### src/rtl/move_exec_arbiter_pkg.sv
// Shared chess types (board, move, special codes) plus the move-executor arbiter state.
package move_exec_arbiter_pkg;

  typedef logic [63:0][3:0] board_t;

  typedef enum logic [2:0] {
    SPECIAL_NONE      = 3'd0,
    SPECIAL_CASTLE    = 3'd1,
    SPECIAL_ENPASSANT = 3'd2,
    SPECIAL_PROMO_Q   = 3'd3,
    SPECIAL_PROMO_R   = 3'd4,
    SPECIAL_PROMO_B   = 3'd5,
    SPECIAL_PROMO_N   = 3'd6
  } special_t;

  typedef struct packed {
    logic [2:0] src_col;
    logic [2:0] src_row;
    logic [2:0] dst_col;
    logic [2:0] dst_row;
    special_t   special;
  } move_t;

  typedef enum logic [1:0] {
    ARB_IDLE  = 2'd0,
    ARB_ISSUE = 2'd1,
    ARB_WAIT  = 2'd2
  } arb_state_t;

  localparam int ARB_NUM_REQ = 2;

  function automatic logic [ARB_NUM_REQ-1:0] arb_onehot(input logic idx);
    arb_onehot = idx ? 2'b10 : 2'b01;
  endfunction

endpackage

### src/rtl/move_exec_arbiter_grant.sv
// Combinational grant for the two move-executor requesters.
// MOVE_ARB_ROUND_ROBIN_EN: ties go to the requester that did not own the last job.
module move_arb_grant
  import move_exec_arbiter_pkg::*;
(
  input  logic [ARB_NUM_REQ-1:0] i_valid,
`ifdef MOVE_ARB_ROUND_ROBIN_EN
  input  logic                   i_last_owner,
`endif
  output logic [ARB_NUM_REQ-1:0] o_grant
);

  // One-hot grant from the offered valids
  always_comb begin
    o_grant = 2'b00;
    case (i_valid)
      2'b01:   o_grant = 2'b01;
      2'b10:   o_grant = 2'b10;
`ifdef MOVE_ARB_ROUND_ROBIN_EN
      2'b11:   o_grant = i_last_owner ? 2'b01 : 2'b10;
`else
      2'b11:   o_grant = 2'b01;
`endif
      default: o_grant = 2'b00;
    endcase
  end

endmodule

### src/rtl/move_exec_arbiter.sv
// Shares one move_executor between the UCI path (req0) and the search path (req1), with a hang watchdog.
// Build option: MOVE_ARB_ROUND_ROBIN_EN (round-robin tie-break; default is fixed req0 priority).
module move_exec_arbiter
  import move_exec_arbiter_pkg::*;
#(
  parameter int TIMEOUT_CYCLES = 64
) (
  input  logic       clk_in,
  input  logic       rst_in,
  input  board_t     req0_board_in,
  input  move_t      req0_move_in,
  input  logic       req0_valid_in,
  output logic       req0_ready_out,
  output board_t     req0_board_out,
  output logic       req0_valid_out,
  input  board_t     req1_board_in,
  input  move_t      req1_move_in,
  input  logic       req1_valid_in,
  output logic       req1_ready_out,
  output board_t     req1_board_out,
  output logic       req1_valid_out,
  output logic [1:0] req_err_out,
  output board_t     exec_board_out,
  output move_t      exec_move_out,
  output logic       exec_valid_out,
  input  board_t     exec_board_in,
  input  logic       exec_valid_in,
  output logic       busy_out
);

  localparam int               CNT_W    = $clog2(TIMEOUT_CYCLES + 1);
  localparam logic [CNT_W-1:0] CNT_LAST = CNT_W'(TIMEOUT_CYCLES - 1);
  localparam logic [CNT_W-1:0] CNT_ONE  = CNT_W'(1);

  arb_state_t             r_state;
  arb_state_t             w_next;
  logic                   r_owner;
  logic [CNT_W-1:0]       r_cnt;
  board_t                 r_exec_board;
  move_t                  r_exec_move;
  logic                   r_exec_valid;
  board_t                 r_req0_board;
  board_t                 r_req1_board;
  logic                   r_req0_valid;
  logic                   r_req1_valid;
  logic [ARB_NUM_REQ-1:0] r_err;
  logic [ARB_NUM_REQ-1:0] w_valid;
  logic [ARB_NUM_REQ-1:0] w_grant;
  logic                   w_accept;
  logic                   w_timeout;
`ifdef MOVE_ARB_ROUND_ROBIN_EN
  logic                   r_last_owner;
`endif

  assign w_valid = {req1_valid_in, req0_valid_in};

  move_arb_grant u_grant (
    .i_valid      (w_valid),
`ifdef MOVE_ARB_ROUND_ROBIN_EN
    .i_last_owner (r_last_owner),
`endif
    .o_grant      (w_grant)
  );

  // Grant is a subset of valid, so any grant in IDLE is a transfer
  assign w_accept  = (r_state == ARB_IDLE) && (w_grant != 2'b00);
  assign w_timeout = (r_state == ARB_WAIT) && !exec_valid_in && (r_cnt == CNT_LAST);

  // State and datapath registers
  always_ff @(posedge clk_in) begin
    if (rst_in) begin
      r_state      <= ARB_IDLE;
      r_owner      <= 1'b0;
      r_cnt        <= '0;
      r_exec_board <= '0;
      r_exec_move  <= '0;
      r_exec_valid <= 1'b0;
      r_req0_board <= '0;
      r_req1_board <= '0;
      r_req0_valid <= 1'b0;
      r_req1_valid <= 1'b0;
      r_err        <= 2'b00;
`ifdef MOVE_ARB_ROUND_ROBIN_EN
      r_last_owner <= 1'b1;
`endif
    end else begin
      r_state      <= w_next;
      r_exec_valid <= 1'b0;
      r_req0_valid <= 1'b0;
      r_req1_valid <= 1'b0;
      r_err        <= 2'b00;
      case (r_state)
        ARB_IDLE: begin
          if (w_accept) begin
            r_owner      <= w_grant[1];
            r_exec_board <= w_grant[1] ? req1_board_in : req0_board_in;
            r_exec_move  <= w_grant[1] ? req1_move_in : req0_move_in;
`ifdef MOVE_ARB_ROUND_ROBIN_EN
            r_last_owner <= w_grant[1];
`endif
          end
        end
        ARB_ISSUE: begin
          r_exec_valid <= 1'b1;
          r_cnt        <= '0;
        end
        ARB_WAIT: begin
          if (exec_valid_in) begin
            if (r_owner) begin
              r_req1_board <= exec_board_in;
              r_req1_valid <= 1'b1;
            end else begin
              r_req0_board <= exec_board_in;
              r_req0_valid <= 1'b1;
            end
          end else if (w_timeout) begin
            r_err <= arb_onehot(r_owner);
          end else if (r_cnt != '1) begin
            r_cnt <= r_cnt + CNT_ONE;
          end
        end
        default: r_cnt <= '0;
      endcase
    end
  end

  // Next-state logic
  always_comb begin
    w_next = r_state;
    case (r_state)
      ARB_IDLE: begin
        if (w_accept) w_next = ARB_ISSUE;
        else          w_next = ARB_IDLE;
      end
      ARB_ISSUE: w_next = ARB_WAIT;
      ARB_WAIT: begin
        if (exec_valid_in || w_timeout) w_next = ARB_IDLE;
        else                            w_next = ARB_WAIT;
      end
      default: w_next = ARB_IDLE;
    endcase
  end

  // Handshake and status outputs
  always_comb begin
    req0_ready_out = (r_state == ARB_IDLE) && w_grant[0];
    req1_ready_out = (r_state == ARB_IDLE) && w_grant[1];
    busy_out       = (r_state != ARB_IDLE);
  end

  assign exec_board_out = r_exec_board;
  assign exec_move_out  = r_exec_move;
  assign exec_valid_out = r_exec_valid;
  assign req0_board_out = r_req0_board;
  assign req1_board_out = r_req1_board;
  assign req0_valid_out = r_req0_valid;
  assign req1_valid_out = r_req1_valid;
  assign req_err_out    = r_err;

endmodule

### config.mk
export PLATFORM = sky130hd
export DESIGN_NAME = move_exec_arbiter
export DESIGN_NICKNAME = d
export VERILOG_FILES = /design/src/rtl/move_exec_arbiter_pkg.sv /design/src/rtl/move_exec_arbiter_grant.sv /design/src/rtl/move_exec_arbiter.sv
export SDC_FILE = /design/constraint.sdc
export NUM_CORES = 2
export LEC_CHECK = 0
export BUFFER_PORTS_ARGS = -buffer_cell sky130_fd_sc_hd__buf_2
export CAP_MARGIN = 5
export CORE_AREA = 2 2 614 616
export DETAILED_ROUTE_END_ITERATION = 6
export DIE_AREA = 0 0 616 618
export SLEW_MARGIN = 25
export SYNTH_ARGS = -nofsm -noshare
export SYNTH_HDL_FRONTEND = slang
export SYNTH_SLANG_ARGS = --single-unit
### constraint.sdc
create_clock -name clk_in -period 2.1 [get_ports clk_in]
set_clock_uncertainty 0.15 [all_clocks]
set_input_delay 0.21 -clock clk_in [delete_from_list [all_inputs] [get_ports clk_in]]
set_output_delay 0.21 -clock clk_in [all_outputs]
set_load 0.02 [all_outputs]
Word-level counts from Yosys, hierarchy flattened
Index checks and enable logic that the tools add are counted.

Muxes and demuxes: 14. Equal/unequal tests: 10. Bitwise gates (word level): 5. Reductions and logical operators: 17. Add/subtract/negate cells: 1.

Operator list (number): two-way mux 256 bit (1); two-way mux 7 bit (3); two-way mux 15 bit (1); one-hot mux 7 bit (2 select lines) (1); adder 7 x 1 -> 7 bit, second input constant (1); == test 7 x 6 -> 1 bit, second input constant (1); inequality test 7 bit, second input constant (1); == test 2 bit, second input constant (3); one-hot mux 2 bit (3 select lines) (1); AND reduction 3 bit (2); logical AND 1 bit (5); inverter 1 bit (5); == test 2 x 1 -> 1 bit, second input constant (2); two-way mux 1 bit (4); two-way mux 2 bit (2); inequality test 2 bit, second input constant (2); one-hot mux 2 bit (2 select lines) (1); AND reduction 4 bit (1); nonzero test 2 bit (2); OR reduction 4 bit (1); OR reduction 3 bit (1); zero test 2 bit (1); inequality test 2 x 1 -> 1 bit, second input constant (1); AND reduction 2 bit (1); other kinds (3) (3).

Flip-flop bits (word level): 798. Word-level logic and storage cells: 251. Output and inout port bits: 791.

Longest topological paths before layout
Depth in word-level cells: 7. Gate-level depth with buffers: 7. Depth with buffers taken out: 4.

Cells and area by module
A second synthesis with hierarchy kept.

Cell total of the unflattened synthesis: 3529. Area total of the unflattened synthesis: 31019.8 um2.

Modules (own cells, without submodules): move_exec_arbiter (cells an instance 3527, instances 1, area each 31009.7 um2, seq. area each 15975.3 um2); move_arb_grant (cells an instance 2, instances 1, area each 10.0 um2, seq. area each 0.0 um2).

Worst setup path before layout
OpenSTA, ideal clock, no wires.

Path kind: register to register. Start: reg r_state[1]. End: reg r_exec_board, in the netlist exec_board_out[168]. Stages on the path, launching flop included: 8. Slack: 507 ps. Buffers on the path: 3. Setup time: 139 ps. Clock period less this slack: 1593 ps. Arrival: 1304 ps. Cell sequence: dfxtp_1 -> buf_2 -> nor2_2 -> inv_2 -> nor2_4 -> buf_2 -> buf_4 -> a311oi_2.

Longest elaborated chain between the ends: 3.

RTL lines: start, declared (RTL line move_exec_arbiter.sv:35) `arb_state_t r_state;`; start signal, assigned (RTL line move_exec_arbiter.sv:87) `r_state <= w_next;`; zero test 2 bit * (RTL line move_exec_arbiter.sv:66, move_exec_arbiter.sv:92); logical AND 1 bit (RTL line move_exec_arbiter.sv:66) `assign w_accept = (r_state == ARB_IDLE) && (w_grant != 2'b00);`; AND reduction 2 bit (no source line) *; end signal, assigned (RTL line move_exec_arbiter.sv:96) `r_exec_board <= w_grant[1] ? req1_board_in : req0_board_in;`; end, declared (RTL line move_exec_arbiter.sv:39) `board_t r_exec_board;`.

Every way passes the cells marked *; elsewhere a longest branch is shown, timed or not. A chain may end at the register's enable or synchronous reset.

Worst setup path after layout
Start: reg r_state[0]. End: out req0_ready_out.

Longest elaborated chain between the ends: 2.

RTL lines: zero test 2 bit (RTL line move_exec_arbiter.sv:146) `req0_ready_out = (r_state == ARB_IDLE) && w_grant[0];`; logical AND 1 bit (RTL line move_exec_arbiter.sv:146); end, declared (RTL line move_exec_arbiter.sv:13) `output logic req0_ready_out,`.

No other way between the ends.

==> impl_metrics.csv <==
group,metric,value,unit
run_status,status,"finished, violations left",
run_status,violations,"setup timing",
sta,worst_slack,-0.0681,ns
clock_tree,clock_latency,0.81,ns
clock_tree,cts_max_level,3,
synth,yosysTopAreaCellShare,52.9,%
drt,wl_per_cell,27.6,µm
sta,slew_violations,0,
clock_tree,cts_made_buffers,102,
power,switching_share,31.0,%
clock_tree,cts_buffer_depth,4,
grt,grt_pass1_vias,40237,
layout,utilization,16.3,%
worst_setup_path,required,1.74,ns
synth,syn_area,30200,µm²
synth,yosysSeqAreaShare,52.9,%
power,intPower,0.0305,W
floorplanning,ios,1594,
synth,syn-instance-count,3825,
worst_setup_path,cp_slowest_stage_delay,0.35,ns
drt,drc,0,
power,power_density,724,nW/µm²
worst_setup_path,path_buf_inv,3,
floorplanning,core_area,374000,µm²
drt,drt_iter0_markers,3575,
floorplanning,die_y,618,µm
drt,first_pass_iters,5,
power,peakVddDrop,0.645,mV
place,place_congestion,1.01,
sta,min_period,2.17,ns
power,netSwitchingPower,0.0137,W
synth,ys_seq_elements,798,
synth,synthTopCellsByArea,"dfxtp_1 53%, nand2_1 20%, a21oi_1 13%",
layout,area_growth,102,%
power,power_frac_comb,20.8,%
clock_tree,clockRootBuffer,"clkbuf_16",
synth,syn_area_per_cell,7.90,µm²
power,p_leak,24.8,nW
layout,layout.area.seq,16000,µm²
grt,grt_max_degree,101,
sta,tightest_slew,0.682,ns
drt,vias_per_cell,3.59,
place,dpl.hpwl,273,mm
drt,ant_nets,0,
worst_setup_path,crit_type,"reg -> out",
drt,wl,325,mm
worst_setup_path,worstSetupStartpointType,"flip-flop",
sta,max_freq,461,MHz
place,io_buffers,1593,
sta,rsz0062_at_grt,"true",
floorplanning,die_w,616,µm
sta,relSlewSlack,54.6,%
grt,grt_pass1_wl,409,mm
power,p_seq_share,37.2,%
synth,synth_cell_type_count,34,
worst_setup_path,crit_arrival,1.81,ns
layout,fillerInstances,42228,
synth,synth_nets,4629,
layout,layout_common_cells,"1,585 x buf_2, 1,571 x nand2_1, 1,233 x dlygate4sd3_1",
layout,layout_commonest_cell,"buf_2",
floorplanning,start_util,8.08,%
layout,multiInputGateArea,12600,µm²
layout,layout.nets,7372,
sta,hold_viol,0,
worst_setup_path,cp_slowest_cell,"dfxtp_4",
worst_setup_path,critPathTopFamily,"flip-flops",
worst_setup_path,critPathMaxFanout,4,
place,pre_cts_slack,0.0224,ns
worst_setup_path,crit_top_cell,"buf_12",
grt,gr-total-overflow,0,
grt,grt_util_all_layers,16.2,%
synth,yosysTopAreaCell,"dfxtp_1",
floorplanning,std_cell_rows,225,
synth,yosysWarnings,0,
drt,via_count,42312,
worst_setup_path,crit_chain,"nor2_4 -> buf_12 -> buf_12 -> and2_4 -> buf_12",
hold_path,hold_path_class,"in -> reg",
sta,finalCritPeriodShare,103,%
power,pwr-share-clk,42.0,%
grt,antenna_found_initial,247,
clock_tree,clkTransAtPathRegs,0.06,ns
clock_tree,cts_tree,"done",
clock_tree,cts.sinks,798,
sta,final-setup-viol-count,2,
floorplanning,die_area,381000,µm²
run,maxCapViolations,0,
worst_setup_path,end_kind,"output port",
layout,drive_gt1_share,29.2,%
-- power by group through the flow --
stage	Combinational (W)	Clock (W)	Sequential [W]
finish	0.00920	0.0185	0.0164
global route	0.00972	0.0196	0.0165
CTS	0.00916	0.0191	0.0164
detailed placement	0.00667	0	0.0167
global placement	0.00666	0	0.0167
floorplan	0.00224	0	0.0177
-- final cells by class --
class / instances / share of cell area, %
Antenna cell: 131 / 0.537
Clock inverter: 41 / 0.833
Tap cell: 4994 / 10.2
Sequential cell: 798 / 26.2
Multi-Input combinational cell: 2673 / 20.7
Timing Repair Buffer: 2992 / 36.7
Clock buffer: 141 / 4.74
Inverter: 1 / 0.00615
-- worst reg2reg max path, delay by kind of cell, from the launching register on --
kind            cells  cell delay, ns
compound gates      2            0.47
buf+inv             4            0.77
flops               1            0.35
simple gates        1            0.12
-- synthesized netlist by cell type, drive strengths merged --
master	n
a21oi	787
a311oi	271
a31oi	1
and2	3
and3	1
and3b	1
and4	2
and4b	4
and4bb	1
buf	227
clkbuf	126
dfxtp	798
ha	1
inv	1
mux2i	2
nand2	1571
nand2b	1
nand3	2
nand4b	1
nand4bb	1
nor2	7
nor2b	2
nor3	6
nor3b	2
o21a	1
o21ai	1
o21bai	1
or2	2
or3	1
-- worst paths after layout --
kind                                                      from                         endpoint  slack, ns  cells past startpoint
worst max register to register           r_state[0]$_SDFF_PP0_  exec_board_out[32]$_SDFFE_PP0N_       0.12                      7
worst min register to register  req1_board_out[1]$_SDFFE_PP0P_   req1_board_out[1]$_SDFFE_PP0P_       0.30                      2
worst max-delay path                     r_state[0]$_SDFF_PP0_                   req0_ready_out      -0.07                      5
worst min-delay path                         exec_board_in[36]  req0_board_out[36]$_SDFFE_PP0P_       0.08                      4
-- timing repair --
item                       4_1_cts  5_1_grt
gates resized for setup         17        2
hold endpoints to repair       798        0
hold buffers                  1234        0
buffers inserted                 5        2
cloned                           0        1
pin swaps                        2        1
setup endpoints to repair       30       33
-- registers in the layout, indices dropped and copies added, names as in the netlist --
register        cells
req0_valid_out      1
r_cnt               7
req0_board_out    256
r_state             2
req_err_out         2
exec_move_out      15
r_owner             1
req1_valid_out      1
req1_board_out    256
exec_board_out    256
exec_valid_out      1
-- per-stage QoR --
stage	cells	hold slack, ns	TNS, ns	power, W	area (µm²)
2_1_floorplan	3825	0.196	0	0.0199	30200
3_3_place_gp	10216	0.289	0	0.0234	44800
3_5_place_dp	10216	0.293	0	0.0234	44800
4_1_cts	11637	0.0000490	-0.567	0.0447	60600
5_1_grt	11708	0.0419	-0.388	0.0458	60800
6_report	11771	0.0786	-0.111	0.0442	61000
-- per-layer routing --
metal | GRT usage (%) | part of all wire (%) | vias up
met5 | 0.644 | 0.34 | -
li1 | - | - | 18621
met3 | 8.57 | 13 | 858
met2 | 26.6 | 46 | 2641
met4 | 8.37 | 6.1 | 116
met1 | 16.8 | 35 | 20076
-- kinds of logic (layout without fill, tap and decap cells) --
logic type / Yosys count / in the layout / synth area share, %
flip-flops: 798 / 798 / 52.9
AO/OA/AOI/OAI: 1062 / 1062 / 21.2
AND/OR/NAND/NOR: 1608 / 1608 / 20.3
other: 0 / 131 / 0
buffers and inverters: 354 / 3175 / 5.52
adder cells (fa/ha/maj): 1 / 1 / 0.0414
multiplexers: 2 / 2 / 0.0662
Note: power is estimated with default switching activity, not from simulation.
